==> src/rtl/pwm_pkg.sv <==
// Shared constants and output-mode decoding for the PWM output stage.
package pwm_pkg;

    localparam int unsigned PWM_CNT_W   = 8;
    localparam logic [7:0]  PWM_CNT_MAX = 8'd254;
    localparam logic [7:0]  DUTY_FULL   = 8'hFF;
    localparam int unsigned NUM_OUT     = 16;

    typedef enum logic [1:0] {
        MODE_OFF    = 2'b00,
        MODE_STATIC = 2'b01,
        MODE_PWM    = 2'b10
    } out_mode_e;

    // PWM select only matters while the output is enabled.
    function automatic out_mode_e out_mode(input logic en_out, input logic en_pwm);
        if (!en_out) begin
            return MODE_OFF;
        end else if (!en_pwm) begin
            return MODE_STATIC;
        end else begin
            return MODE_PWM;
        end
    endfunction

endpackage

==> src/rtl/pwm_prescaler.sv <==
// Free-running tick generator: one-cycle tick every PRESCALE clk cycles.
module pwm_prescaler #(
    parameter int unsigned PRESCALE   = 13,
    parameter int unsigned PRESCALE_W = $clog2(PRESCALE) + 1
) (
    input  logic clk,
    input  logic rst,
    output logic tick
);

    logic [PRESCALE_W-1:0] cnt_q;
    logic [PRESCALE_W-1:0] cnt_d;

    always_comb begin
        tick  = (cnt_q == PRESCALE_W'(PRESCALE - 1));
        cnt_d = tick ? '0 : cnt_q + PRESCALE_W'(1);
    end

    always_ff @(posedge clk) begin
        if (rst) begin
            cnt_q <= '0;
        end else begin
            cnt_q <= cnt_d;
        end
    end

endmodule

==> src/rtl/pwm_peripheral.sv <==
// 16-output PWM stage fed by the SPI register file.
// Optional PWM_DUTY_SHADOW_EN: duty is latched on period wrap for glitch-free periods.
module pwm_peripheral #(
    parameter int unsigned PRESCALE   = 13,
    parameter int unsigned PRESCALE_W = $clog2(PRESCALE) + 1
) (
    input  logic        clk,
    input  logic        rst,
    input  logic [7:0]  en_reg_out_7_0,
    input  logic [7:0]  en_reg_out_15_8,
    input  logic [7:0]  en_reg_pwm_7_0,
    input  logic [7:0]  en_reg_pwm_15_8,
    input  logic [7:0]  pwm_duty_cycle,
    output logic [15:0] out,
    output logic        period_start
);

    import pwm_pkg::*;

    logic                 tick;
    logic                 wrap;
    logic                 pwm_level;
    logic [NUM_OUT-1:0]   en_out;
    logic [NUM_OUT-1:0]   en_pwm;
    logic [PWM_CNT_W-1:0] duty_active;

    logic [PWM_CNT_W-1:0] pwm_cnt_q;
    logic [PWM_CNT_W-1:0] pwm_cnt_d;
    logic                 period_start_q;
    logic                 period_start_d;
    logic [NUM_OUT-1:0]   out_q;
    logic [NUM_OUT-1:0]   out_d;

    pwm_prescaler #(
        .PRESCALE   (PRESCALE),
        .PRESCALE_W (PRESCALE_W)
    ) u_prescaler (
        .clk  (clk),
        .rst  (rst),
        .tick (tick)
    );

    assign en_out = {en_reg_out_15_8, en_reg_out_7_0};
    assign en_pwm = {en_reg_pwm_15_8, en_reg_pwm_7_0};
    assign wrap   = tick && (pwm_cnt_q == PWM_CNT_MAX);

`ifdef PWM_DUTY_SHADOW_EN
    logic [PWM_CNT_W-1:0] duty_q;
    logic [PWM_CNT_W-1:0] duty_d;

    always_comb begin
        duty_d = wrap ? pwm_duty_cycle : duty_q;
    end

    always_ff @(posedge clk) begin
        if (rst) begin
            duty_q <= '0;
        end else begin
            duty_q <= duty_d;
        end
    end

    assign duty_active = duty_q;
`else
    assign duty_active = pwm_duty_cycle;
`endif

    // Counter runs 0..254 so that a duty of 0xFF can be forced fully on.
    always_comb begin
        pwm_cnt_d = pwm_cnt_q;
        if (tick) begin
            pwm_cnt_d = wrap ? '0 : pwm_cnt_q + PWM_CNT_W'(1);
        end
        period_start_d = wrap;
        pwm_level      = (duty_active == DUTY_FULL) || (pwm_cnt_q < duty_active);
    end

    always_comb begin
        out_d = '0;
        for (int unsigned i = 0; i < NUM_OUT; i++) begin
            case (out_mode(en_out[i], en_pwm[i]))
                MODE_OFF:    out_d[i] = 1'b0;
                MODE_STATIC: out_d[i] = 1'b1;
                MODE_PWM:    out_d[i] = pwm_level;
                default:     out_d[i] = 1'b0;
            endcase
        end
    end

    always_ff @(posedge clk) begin
        if (rst) begin
            pwm_cnt_q      <= '0;
            period_start_q <= 1'b0;
            out_q          <= '0;
        end else begin
            pwm_cnt_q      <= pwm_cnt_d;
            period_start_q <= period_start_d;
            out_q          <= out_d;
        end
    end

    assign out          = out_q;
    assign period_start = period_start_q;

endmodule

==> config.mk <==
export PLATFORM = sky130hd
export DESIGN_NAME = pwm_peripheral
export DESIGN_NICKNAME = d
export VERILOG_FILES = /design/src/rtl/pwm_pkg.sv /design/src/rtl/pwm_prescaler.sv /design/src/rtl/pwm_peripheral.sv
export SDC_FILE = /design/constraint.sdc
export NUM_CORES = 1
export LEC_CHECK = 0
export BUFFER_PORTS_ARGS = -buffer_cell sky130_fd_sc_hd__buf_4
export CORE_ASPECT_RATIO = 1.2
export CORE_MARGIN = 2
export CORE_UTILIZATION = 35
export CTS_CLUSTER_SIZE = 16
export DETAILED_ROUTE_END_ITERATION = 10
export PLACE_DENSITY_LB_ADDON = 0.1
export SLEW_MARGIN = 20
export SYNTH_ARGS = -nofsm -noshare
export SYNTH_HDL_FRONTEND = slang
export SYNTH_SLANG_ARGS = --single-unit
==> constraint.sdc <==
create_clock -name clk -period 1.6 [get_ports clk]
set_clock_uncertainty 0.05 [all_clocks]
set_input_delay 0 -clock clk [delete_from_list [all_inputs] [get_ports clk]]
set_output_delay 0 -clock clk [all_outputs]
set_load 0.03 [all_outputs]
==> metrics.txt <==
first-pass GRT wire length 6.182 mm; std cell rows 24; crit-path cells ha_2 > o21a_1 > o22ai_1 > o32ai_2 > buf_6 > a21oi_1; actual slew at the worst max-slew pin 0.2704 ns; most common cell in the netlist dfxtp_1; Peak supply drop 0.6454 mV; clk slew on worst S/H paths 0.07 ns; Synth top area share 0.4392; Initial Utilization 0.3703; number of remaining DRC errors 0; FF+latch count, synth 30; Hold Vio Cnt, Final 0; Placer Congestion 0.7417; CTS tree done; WP data required 1.72 ns; PortBufs 58; DPL Wire Length 2.541 mm; H-tree depth 2; Util after Layout 0.6379; pin count of the biggest net entering global routing 24; gr ovfl total 0; Slew Viols, Final 0; Filler cells 304; die width 61.06 microns; EDFF count, synth 0; Mapped Area 0.001368 sq mm; Die Height 72.48 microns; Seq/Total Area, Yosys 0.4392; Worst Setup Start Kind flip-flop; routed len/inst 13.01 microns; vias in the first global route 1446; Final nets 302; CTS root buffer clkbuf_8; Yosys Warn Count 0; minimum clock period 1.548 ns; Setup violations, final 0; critical path fanouts, max 16; gr usage total 0.1907; crit share post-route 0.9672; Slew HR 0.8198; critical path type flip-flop to flip-flop; post-synth top area cell dfxtp_1; DR vias 1407; Pleak 1.074 nW; setup bufs post-CTS 0; Critical Path Slowest Stage Cell dfxtp_2; multi-input logic area 730.7 sq um; die area 0.004425 sq mm; core area 0.003694 sq mm; Post-Syn Instances 145; CP arrival 1.66 ns; crit end category flip-flop; Post-Syn Nets 198; crit-path max cell delay 0.35 ns; TritonRoute pass-1 iters 4; top_reg_cell synth dfxtp_1; layout cells sized above 1 0.3414; Max-Cap Viols 0; Num CTS Buffers 5; HP Class input pin to flip-flop; initial antenna violation count 0; PD cells 709.0 mW/mm^2; status completed; buffers plus inverters on the worst setup path 1; Setup TNS Final 0 ns; CP delay by family, top compound AO/OA/AOI/OAI gates; area delta synth->final 72.28%; I/O pins 59; async set or reset register ratio after synthesis 0; CTS sink cnt 30; Avg Inst Size Synth 9.431 sq um; # diodes 0; Sequential cell area 603.1 sq um; final WL 3.916 mm; DRT antenna net count 0; Clock Latency Late Sink 0.29 ns; RSZ-0062 raised after global routing true; Post-synth top cells 30 x dfxtp_1, 22 x a21oi_1, 17 x nand2b_1; detailed router's first-iteration violation count 19; Power, Total 0.001670 W; largest cells by area after synthesis dfxtp_1 44%, ha_1 10%, a21oi_1 8.1%, nand2b_1 7.8%, xor2_1 3.2%; distinct cell type count after synthesis 26; maximum buffer depth of the clock tree 2; f_max 646.2 MHz; Vias/cell 4.674
==> metal layers <==
metal | up-vias | global-route usage | wire length (microns)
met4 | 0 | 0.06522 | 77
met5 | - | 0 | 0
met3 | 9 | 0.06061 | 203
met1 | 637 | 0.1874 | 1428
met2 | 48 | 0.3593 | 2206
li1 | 713 | - | -
==> final timing paths <==
kind	end	slack, ns	cells after the start	startpoint
worst max-delay path	out[13]	0.05	6	pwm_cnt_q[2]
worst min register to register	u_prescaler.cnt_q[4]	0.47	2	u_prescaler.cnt_q[4]
worst min-delay path	out[5]	0.34	6	pwm_duty_cycle[1]
worst max register to register	out[13]	0.05	6	pwm_cnt_q[2]
==> what timing repair did <==
action	in CTS	in global routing
endpoints found under the hold margin	19	0
resized for setup	0	6
hold buffers	33	0
endpoints found under the setup margin	0	17
==> worst reg2reg max path: stages, from the launching register on <==
cell and delay, ns:
dfxtp_2 0.35, ha_2 0.31, o21a_1 0.10, o22ai_1 0.08
o32ai_2 0.23, buf_6 0.22, a21oi_1 0.10
==> per-stage QoR <==
step | cells | cell area [sq um] | hold WS (ns) | setup slack [ns]
3_3_place_gp | 261 | 1921 | 0.1204 | 0.08075
4_1_cts | 301 | 2330 | 0.3691 | 0.004726
2_1_floorplan | 145 | 1371 | 0.03765 | 0.01112
6_report | 301 | 2356 | 0.3413 | 0.05243
3_5_place_dp | 261 | 1921 | 0.1239 | 0.01504
5_1_grt | 301 | 2356 | 0.3757 | -0.005697
==> sequential cells by signal, indices dropped and copies added, names as in the netlist <==
| signal | flops |
|---|---|
| out | 16 |
| period_start | 1 |
| pwm_cnt_q | 8 |
| u_prescaler.cnt_q | 5 |
==> final cells by class <==
| cell class | instances | share of cell area |
|---|---|---|
| Multi-Input combinational cell | 101 | 0.3101 |
| Timing Repair Buffer | 100 | 0.3553 |
| Tap cell | 52 | 0.02762 |
| Inverter | 11 | 0.01753 |
| Sequential cell | 30 | 0.2560 |
| Clock buffer | 5 | 0.02921 |
| Clock inverter | 2 | 0.004249 |
==> report_power, final <==
group	total [W]	switching [W]	internal [W]	leakage, nW
logic	0.000314	0.000132	0.000182	0.783
registers	0.000786	0.0000109	0.000775	0.248
clock network	0.000571	0.000280	0.000291	0.0438
total	0.00167	0.000422	0.00125	1.07
==> cells in the final DEF, fill, tap and decap left out, types with 3 or more instances in the layout <==
cell type,n
nand3_1,3
dlygate4sd3_1,33
nor3_1,3
ha_1,9
nand2b_1,17
nand4_1,6
a21oi_1,20
nand2_1,5
nor2_1,11
inv_1,11
dfxtp_1,28
clkbuf_8,5
xor2_1,5
buf_4,66
==> cell families after synthesis <==
group / count (synthesis) / share of synthesized area
AO/OA/AOI/OAI: 32 / 0.1574
flip-flops: 30 / 0.4392
buffers and inverters: 14 / 0.04392
AND/OR/NAND/NOR: 52 / 0.2205
adder cells (fa/ha/maj): 11 / 0.1006
XOR/XNOR: 6 / 0.03843
No activity file was read; power rests on OpenSTA's default activity.
